<file path="config.mk">
export PLATFORM = sky130hd
export DESIGN_NAME = hazard_ctrl_flat
export DESIGN_NICKNAME = d
export VERILOG_FILES = /design/src/rtl/hazard_pkg.sv /design/src/rtl/hazard_ctrl_if.sv /design/src/rtl/hazard_div_fsm.sv /design/src/rtl/hazard_ctrl.sv /design/src/flat_wrapper.sv
export SDC_FILE = /design/constraint.sdc
export NUM_CORES = 1
export LEC_CHECK = 0
export BUFFER_PORTS_ARGS = -buffer_cell sky130_fd_sc_hd__buf_2
export CAP_MARGIN = 10
export CORE_MARGIN = 3
export CORE_UTILIZATION = 25
export DETAILED_ROUTE_END_ITERATION = 10
export PLACE_DENSITY_LB_ADDON = 0.2
export SLEW_MARGIN = 15
export SYNTH_ARGS = -nofsm -noshare
export SYNTH_HDL_FRONTEND = slang
export SYNTH_SLANG_ARGS = --single-unit
</file>
<file path="constraint.sdc">
create_clock -name clk -period 1.5 [get_ports clk]
set_clock_uncertainty 0.05 [all_clocks]
set_input_delay 0.15 -clock clk [delete_from_list [all_inputs] [get_ports clk]]
set_output_delay 0.15 -clock clk [all_outputs]
set_load 0.005 [all_outputs]
</file>
<file path="src/rtl/hazard_pkg.sv">
// hazard_pkg: shared types for the pipeline hazard controller.
// Forward-select encoding, divider FSM states and the forward priority picker.
package hazard_pkg;

  typedef enum logic [1:0] {
    FWD_RF = 2'b00,
    FWD_W  = 2'b01,
    FWD_M  = 2'b10
  } fwd_sel_t;

  typedef enum logic [1:0] {
    IDLE,
    BUSY,
    DONE
  } div_state_t;

  // M is the younger producer, so it beats W
  function automatic fwd_sel_t fwd_pick(
    input logic hit_m,
    input logic hit_w
  );
    if (hit_m) return FWD_M;
    if (hit_w) return FWD_W;
    return FWD_RF;
  endfunction

endpackage

</file>
<file path="src/rtl/hazard_ctrl_if.sv">
// hazard_ctrl_if: datapath <-> hazard unit signal bundle.
// master = datapath side, slave = hazard controller side.
interface hazard_ctrl_if #(
  parameter int REG_AW = 5,
  parameter int CNT_W  = 32
);
  logic [REG_AW-1:0] rsD, rtD;
  logic              branchD, jrD;
  logic [REG_AW-1:0] rsE, rtE, writeregE;
  logic              regwriteE, memtoregE, div_startE;
  logic [REG_AW-1:0] writeregM;
  logic              regwriteM, memtoregM;
  logic [REG_AW-1:0] writeregW;
  logic              regwriteW;
  logic              excM, eretM;

  logic              stallF, stallD, stallE;
  logic              flushD, flushE, flushM;
  logic [1:0]        forwardaD, forwardbD;
  logic [1:0]        forwardaE, forwardbE;
  logic              div_busy, div_doneE;
  logic [CNT_W-1:0]  stall_cnt, load_stall_cnt, div_stall_cnt;

  modport master (
    output rsD, rtD, branchD, jrD,
    output rsE, rtE, writeregE,
    output regwriteE, memtoregE, div_startE,
    output writeregM, regwriteM, memtoregM,
    output writeregW, regwriteW, excM, eretM,
    input  stallF, stallD, stallE,
    input  flushD, flushE, flushM,
    input  forwardaD, forwardbD,
    input  forwardaE, forwardbE,
    input  div_busy, div_doneE,
    input  stall_cnt, load_stall_cnt, div_stall_cnt
  );

  modport slave (
    input  rsD, rtD, branchD, jrD,
    input  rsE, rtE, writeregE,
    input  regwriteE, memtoregE, div_startE,
    input  writeregM, regwriteM, memtoregM,
    input  writeregW, regwriteW, excM, eretM,
    output stallF, stallD, stallE,
    output flushD, flushE, flushM,
    output forwardaD, forwardbD,
    output forwardaE, forwardbE,
    output div_busy, div_doneE,
    output stall_cnt, load_stall_cnt, div_stall_cnt
  );
endinterface

</file>
<file path="src/rtl/hazard_div_fsm.sv">
// hazard_div_fsm: multi-cycle divider occupancy tracker.
// Stalls E for DIV_CYCLES cycles including the start cycle.
module hazard_div_fsm
  import hazard_pkg::*;
#(
  parameter int DIV_CYCLES = 32
) (
  input  logic clk,
  input  logic resetn,
  input  logic start,
  input  logic abort,
  output logic stall,
  output logic busy,
  output logic done
);
  localparam int CW = $clog2(DIV_CYCLES);
  localparam logic [CW-1:0] LOAD = CW'(DIV_CYCLES - 1);
  localparam logic [CW-1:0] ONE  = CW'(1);

  div_state_t      r_state;
  logic [CW-1:0]   r_cnt;
  logic            r_busy;
  logic            r_done;

  always_ff @(posedge clk or negedge resetn) begin
    if (!resetn) begin
      r_state <= IDLE;
      r_cnt   <= '0;
      r_busy  <= 1'b0;
      r_done  <= 1'b0;
    end else if (abort) begin
      r_state <= IDLE;
      r_cnt   <= '0;
      r_busy  <= 1'b0;
      r_done  <= 1'b0;
    end else begin
      unique case (r_state)
        IDLE: if (start) begin
          r_state <= BUSY;
          r_cnt   <= LOAD;
          r_busy  <= 1'b1;
        end
        BUSY: begin
          r_cnt <= r_cnt - ONE;
          if (r_cnt == ONE) begin
            r_state <= DONE;
            r_busy  <= 1'b0;
            r_done  <= 1'b1;
          end
        end
        DONE: begin
          r_state <= IDLE;
          r_done  <= 1'b0;
        end
        default: begin
          r_state <= IDLE;
          r_busy  <= 1'b0;
          r_done  <= 1'b0;
        end
      endcase
    end
  end

  // resetn gate drops the start-cycle stall while reset is held
  assign stall = resetn & ((r_state == IDLE & start) | r_busy);
  assign busy  = r_busy;
  assign done  = r_done;

endmodule

</file>
<file path="src/rtl/hazard_ctrl.sv">
// hazard_ctrl: stall/flush/forward control for the 5-stage core.
// Define HAZARD_PERF_CNT_EN to build the stall performance counters.
module hazard_ctrl
  import hazard_pkg::*;
#(
  parameter int REG_AW     = 5,
  parameter int DIV_CYCLES = 32,
  parameter int CNT_W      = 32
) (
  input logic         clk,
  input logic         resetn,
  hazard_ctrl_if.slave h
);
  function automatic logic hit(
    input logic              we,
    input logic [REG_AW-1:0] dst,
    input logic [REG_AW-1:0] src
  );
    return we && (dst != '0) && (dst == src);
  endfunction

  logic w_exc, w_load, w_branch, w_div, w_hold;

  assign w_exc  = h.excM | h.eretM;
  assign w_load = hit(h.memtoregE & h.regwriteE, h.writeregE, h.rsD)
                | hit(h.memtoregE & h.regwriteE, h.writeregE, h.rtD);

  assign w_branch = (h.branchD | h.jrD)
    & ( hit(h.regwriteE, h.writeregE, h.rsD)
      | hit(h.regwriteE, h.writeregE, h.rtD)
      | hit(h.memtoregM, h.writeregM, h.rsD)
      | hit(h.memtoregM, h.writeregM, h.rtD));

  hazard_div_fsm #(.DIV_CYCLES(DIV_CYCLES)) u_div (
    .clk    (clk),
    .resetn (resetn),
    .start  (h.div_startE),
    .abort  (w_exc),
    .stall  (w_div),
    .busy   (h.div_busy),
    .done   (h.div_doneE)
  );

  // exceptions override every stall so the flush can take effect
  assign w_hold   = resetn & ~w_exc;
  assign h.stallF = w_hold & (w_load | w_branch | w_div);
  assign h.stallD = h.stallF;
  assign h.stallE = w_hold & w_div;
  assign h.flushD = resetn & w_exc;
  assign h.flushM = resetn & w_exc;
  assign h.flushE = resetn & (w_exc | ((w_load | w_branch) & ~w_div));

  assign h.forwardaD = resetn ? fwd_pick(
    hit(h.regwriteM, h.writeregM, h.rsD),
    hit(h.regwriteW, h.writeregW, h.rsD)) : FWD_RF;
  assign h.forwardbD = resetn ? fwd_pick(
    hit(h.regwriteM, h.writeregM, h.rtD),
    hit(h.regwriteW, h.writeregW, h.rtD)) : FWD_RF;
  assign h.forwardaE = resetn ? fwd_pick(
    hit(h.regwriteM, h.writeregM, h.rsE),
    hit(h.regwriteW, h.writeregW, h.rsE)) : FWD_RF;
  assign h.forwardbE = resetn ? fwd_pick(
    hit(h.regwriteM, h.writeregM, h.rtE),
    hit(h.regwriteW, h.writeregW, h.rtE)) : FWD_RF;

`ifdef HAZARD_PERF_CNT_EN
  logic [CNT_W-1:0] r_stall_cnt, r_load_cnt, r_div_cnt;

  always_ff @(posedge clk or negedge resetn) begin
    if (!resetn) begin
      r_stall_cnt <= '0;
      r_load_cnt  <= '0;
      r_div_cnt   <= '0;
    end else begin
      if (h.stallF) r_stall_cnt <= r_stall_cnt + 1'b1;
      if (w_load)   r_load_cnt  <= r_load_cnt + 1'b1;
      if (w_div)    r_div_cnt   <= r_div_cnt + 1'b1;
    end
  end

  assign h.stall_cnt      = r_stall_cnt;
  assign h.load_stall_cnt = r_load_cnt;
  assign h.div_stall_cnt  = r_div_cnt;
`else
  assign h.stall_cnt      = {CNT_W{1'b0}};
  assign h.load_stall_cnt = {CNT_W{1'b0}};
  assign h.div_stall_cnt  = {CNT_W{1'b0}};
`endif

endmodule

</file>
<file path="src/flat_wrapper.sv">
// flat-port wrapper written by rule: the top's interface ports become plain ports
module hazard_ctrl_flat import hazard_pkg::*;
#(
  parameter int REG_AW     = 5,
  parameter int DIV_CYCLES = 32,
  parameter int CNT_W      = 32
)
  (clk, resetn, h_rsD, h_rtD, h_branchD, h_jrD, h_rsE, h_rtE, h_writeregE, h_regwriteE, h_memtoregE, h_div_startE, h_writeregM, h_regwriteM, h_memtoregM, h_writeregW, h_regwriteW, h_excM, h_eretM, h_stallF, h_stallD, h_stallE, h_flushD, h_flushE, h_flushM, h_forwardaD, h_forwardbD, h_forwardaE, h_forwardbE, h_div_busy, h_div_doneE, h_stall_cnt, h_load_stall_cnt, h_div_stall_cnt);
  hazard_ctrl_if #(.REG_AW(REG_AW), .CNT_W(CNT_W)) h_i ();
  input logic clk;
  input logic resetn;
  input wire logic [$bits(h_i.rsD)-1:0] h_rsD;
  input wire logic [$bits(h_i.rtD)-1:0] h_rtD;
  input wire logic [$bits(h_i.branchD)-1:0] h_branchD;
  input wire logic [$bits(h_i.jrD)-1:0] h_jrD;
  input wire logic [$bits(h_i.rsE)-1:0] h_rsE;
  input wire logic [$bits(h_i.rtE)-1:0] h_rtE;
  input wire logic [$bits(h_i.writeregE)-1:0] h_writeregE;
  input wire logic [$bits(h_i.regwriteE)-1:0] h_regwriteE;
  input wire logic [$bits(h_i.memtoregE)-1:0] h_memtoregE;
  input wire logic [$bits(h_i.div_startE)-1:0] h_div_startE;
  input wire logic [$bits(h_i.writeregM)-1:0] h_writeregM;
  input wire logic [$bits(h_i.regwriteM)-1:0] h_regwriteM;
  input wire logic [$bits(h_i.memtoregM)-1:0] h_memtoregM;
  input wire logic [$bits(h_i.writeregW)-1:0] h_writeregW;
  input wire logic [$bits(h_i.regwriteW)-1:0] h_regwriteW;
  input wire logic [$bits(h_i.excM)-1:0] h_excM;
  input wire logic [$bits(h_i.eretM)-1:0] h_eretM;
  output wire logic [$bits(h_i.stallF)-1:0] h_stallF;
  output wire logic [$bits(h_i.stallD)-1:0] h_stallD;
  output wire logic [$bits(h_i.stallE)-1:0] h_stallE;
  output wire logic [$bits(h_i.flushD)-1:0] h_flushD;
  output wire logic [$bits(h_i.flushE)-1:0] h_flushE;
  output wire logic [$bits(h_i.flushM)-1:0] h_flushM;
  output wire logic [$bits(h_i.forwardaD)-1:0] h_forwardaD;
  output wire logic [$bits(h_i.forwardbD)-1:0] h_forwardbD;
  output wire logic [$bits(h_i.forwardaE)-1:0] h_forwardaE;
  output wire logic [$bits(h_i.forwardbE)-1:0] h_forwardbE;
  output wire logic [$bits(h_i.div_busy)-1:0] h_div_busy;
  output wire logic [$bits(h_i.div_doneE)-1:0] h_div_doneE;
  output wire logic [$bits(h_i.stall_cnt)-1:0] h_stall_cnt;
  output wire logic [$bits(h_i.load_stall_cnt)-1:0] h_load_stall_cnt;
  output wire logic [$bits(h_i.div_stall_cnt)-1:0] h_div_stall_cnt;
  assign h_i.rsD = h_rsD;
  assign h_i.rtD = h_rtD;
  assign h_i.branchD = h_branchD;
  assign h_i.jrD = h_jrD;
  assign h_i.rsE = h_rsE;
  assign h_i.rtE = h_rtE;
  assign h_i.writeregE = h_writeregE;
  assign h_i.regwriteE = h_regwriteE;
  assign h_i.memtoregE = h_memtoregE;
  assign h_i.div_startE = h_div_startE;
  assign h_i.writeregM = h_writeregM;
  assign h_i.regwriteM = h_regwriteM;
  assign h_i.memtoregM = h_memtoregM;
  assign h_i.writeregW = h_writeregW;
  assign h_i.regwriteW = h_regwriteW;
  assign h_i.excM = h_excM;
  assign h_i.eretM = h_eretM;
  assign h_stallF = h_i.stallF;
  assign h_stallD = h_i.stallD;
  assign h_stallE = h_i.stallE;
  assign h_flushD = h_i.flushD;
  assign h_flushE = h_i.flushE;
  assign h_flushM = h_i.flushM;
  assign h_forwardaD = h_i.forwardaD;
  assign h_forwardbD = h_i.forwardbD;
  assign h_forwardaE = h_i.forwardaE;
  assign h_forwardbE = h_i.forwardbE;
  assign h_div_busy = h_i.div_busy;
  assign h_div_doneE = h_i.div_doneE;
  assign h_stall_cnt = h_i.stall_cnt;
  assign h_load_stall_cnt = h_i.load_stall_cnt;
  assign h_div_stall_cnt = h_i.div_stall_cnt;
  hazard_ctrl #(.REG_AW(REG_AW), .DIV_CYCLES(DIV_CYCLES), .CNT_W(CNT_W)) u_core (.clk(clk), .resetn(resetn), .h(h_i));
endmodule
</file>
==> summary.txt <==
Job
  • MaxCap Viol Count: 0

Route
  • Antenna viol nets, final: 0
  • Via count: 1702
  • Via-to-Cell Ratio: 3.76
  • Routed WL: 5250 um
  • Initial DRC Count: 45
  • Post-route DRC: 0
  • 1st-pass router iterations: 4
  • Wire per inst: 11.6 um

Finish
  • Syn-to-layout area delta: 28.7%
  • Final Util: 0.334
  • Share of cells above drive strength 1: 0.402
  • Net count, final: 401
  • N_diodes: 0
  • Commonest non-fill, non-tap cell in the layout: conb_1
  • Most frequent cells in the layout: conb_1 (96), buf_2 (52), buf_4 (39)

Yosys
  • Top post-synthesis cells by area: buf_4 (37%), dfrtp_1 (11%), xnor2_1 (11%)
  • FF+latch count, synth: 9
  • Synth top area share: 0.367
  • Cells after Synth: 259
  • Synthesized area: 2030 um^2
  • Number of flops mapped to enable cells by yosys: 0
  • Synth cell types: 39
  • Synth Flop Type: dfrtp_1
  • Register area share after synthesis: 0.111
  • Synth Area per Inst: 7.83 um^2
  • Async SR Flop Fraction: 1.00
  • Area leader, netlist: buf_4
  • Ys Warns: 0

Run status
  • Status: finished, violations left
  • Failing checks: negative setup slack

Clocking
  • Worst-Skew Late Latency: 0.24 ns
  • CTS Buf Count: 3
  • TritonCTS clock tree: done
  • Clk buf depth: 2
  • Clk root buf: clkbuf_8
  • H-tree Lvls: 1
  • Sink Count: 9
  • Clock Pin Slew Worst Setup and Hold Paths: 0.05 ns

Timing
  • Period utilisation layout: 1.14
  • Final setup fails: 11
  • RSZ-0062 raised after global routing: yes
  • Max frequency: 0.586 GHz
  • Slew Viols, Final: 0
  • Final Critical Period: 1.71 ns
  • Final Hold Vio Count: 0
  • Setup ws final: -0.207 ns

Worst hold path
  • HP Class: primary input to register

Placed design
  • GP Congestion: 0.830
  • DPL Wire Length: 4450 um
  • Port bufs: 62
  • Pre-CTS setup slack: -0.246 ns

Floorplanning
  • Die height: 96.0 um
  • Die area: 9220 um^2
  • Num rows: 32
  • DIE WIDTH: 96.0 um
  • Core area: 7810 um^2
  • I/O pins: 159
  • Initial Utilization: 0.260

Global route
  • Pin count of the biggest net entering global routing: 10
  • GRT Resource Usage Total: 0.108
  • Grt total ovfl: 0
  • Initial antenna violation count: 0
  • Vias in the first global route: 1536
  • First-pass GRT wire length: 7740 um

Setup path
  • Endpoint type of the worst setup path: primary output
  • Crit path launch type: primary input
  • CP Max Fanout: 3
  • Class of the most critical setup path: primary input to primary output
  • Worst Path Required: 1.30 ns
  • CP arrival: 1.51 ns

Power and ir drop
  • Leak: 1.29 nW
  • Pwr/cell area: 433 nW/um^2
  • VDD IR max: 0.166 mV
## per-layer routing
layer / GRT usage / vias up / wire length, um
met5: 0 / - / 0
met4: 0.0308 / 0 / 65
met3: 0.0117 / 5 / 435
met2: 0.189 / 96 / 2690
met1: 0.139 / 767 / 2060
li1: - / 834 / -
## worst max-delay path, stage by stage
cell	delay (ns)
buf_2	0.09
or4_4	0.11
o211ai_1	0.08
buf_4	0.15
buf_4	0.13
or4_4	0.52
a21oi_2	0.14
buf_2	0.13
## cells in the mapped netlist, types with 2 or more instances
| cell | n |
|---|---|
| a211oi_1 | 2 |
| a21oi_1 | 9 |
| a41oi_1 | 2 |
| and2_1 | 2 |
| and3_2 | 2 |
| and4_4 | 2 |
| buf_2 | 5 |
| buf_4 | 99 |
| buf_6 | 3 |
| clkbuf_1 | 4 |
| dfrtp_1 | 9 |
| ha_1 | 2 |
| inv_1 | 3 |
| nand2_1 | 5 |
| nand2b_1 | 2 |
| nand3_1 | 6 |
| nand3b_1 | 3 |
| nor2_1 | 10 |
| nor3_1 | 8 |
| nor4_2 | 2 |
| o21ai_0 | 10 |
| or4_1 | 4 |
| xnor2_1 | 25 |
| xor2_1 | 25 |
## power breakdown
group	internal, mW	switching (mW)
Sequential	0.254	0.0115
Combinational	0.270	0.299
Clock	0.186	0.109
Total	0.710	0.420
## what timing repair did
item                       in CTS  in global routing
setup endpoints to repair      12                 17
hold endpoints to repair        9                  0
pin swaps                      12                  3
gates resized for setup        34                 14
hold buffers                    1                  0
buffers inserted                3                  3
## layout make-up
class | count | area [um^2]
Inverter | 3 | 11.3
Clock buffer | 4 | 45.0
Sequential cell | 9 | 225
Timing Repair Buffer | 105 | 713
Tap cell | 102 | 128
Fill cell | 837 | 5200
Multi-Input combinational cell | 230 | 1490
## path summary, 6_finish.rpt
check / start / end / cells past startpoint / slack (ns)
min in group asynchronous: resetn / u_core.u_div.r_cnt[0]$_DFFE_PN0P_ / 3 / 0.59
max in group asynchronous: resetn / u_core.u_div.r_cnt[1]$_DFFE_PN0P_ / 3 / 0.50
min: h_div_startE / u_core.u_div.r_state[0]$_DFFE_PN0P_ / 3 / 0.25
min reg2reg: u_core.u_div.done$_DFFE_PN0P_ / u_core.u_div.done$_DFFE_PN0P_ / 2 / 0.52
max reg2reg: u_core.u_div.r_cnt[0]$_DFFE_PN0P_ / u_core.u_div.r_cnt[4]$_DFFE_PN0P_ / 7 / 0.10
max: h_writeregW[0] / h_forwardaD[0] / 8 / -0.21
## kinds of logic after synthesis
kind of cell    after synthesis  share of synthesized area
buf+inv                     115                      0.411
simple gates                 54                      0.165
xor+xnor                     50                      0.216
compound gates               28                     0.0827
flops                         9                      0.111
fa+ha+maj                     2                     0.0123
other cells                   1                    0.00185
## sequential cells by signal, indices dropped and copies added, names as in the netlist
signal / cells
u_core.u_div.r_cnt: 5
u_core.u_div.r_state: 2
u_core.u_div.busy: 1
u_core.u_div.done: 1
## through the flow
step	std cells	hold slack (ns)	setup TNS [ns]	instance area (um^2)	total power, mW
after CTS	451	0.210	-1.64	2530	1.10
after floorplan	354	-0.196	-0.0794	2410	0.740
after global placement	444	0.156	-2.13	2310	0.764
final	453	0.249	-1.44	2610	1.13
after detailed placement	444	0.141	-2.26	2310	0.763
after global routing	453	0.268	-1.93	2610	1.22
No activity file was read; power rests on OpenSTA's default activity.
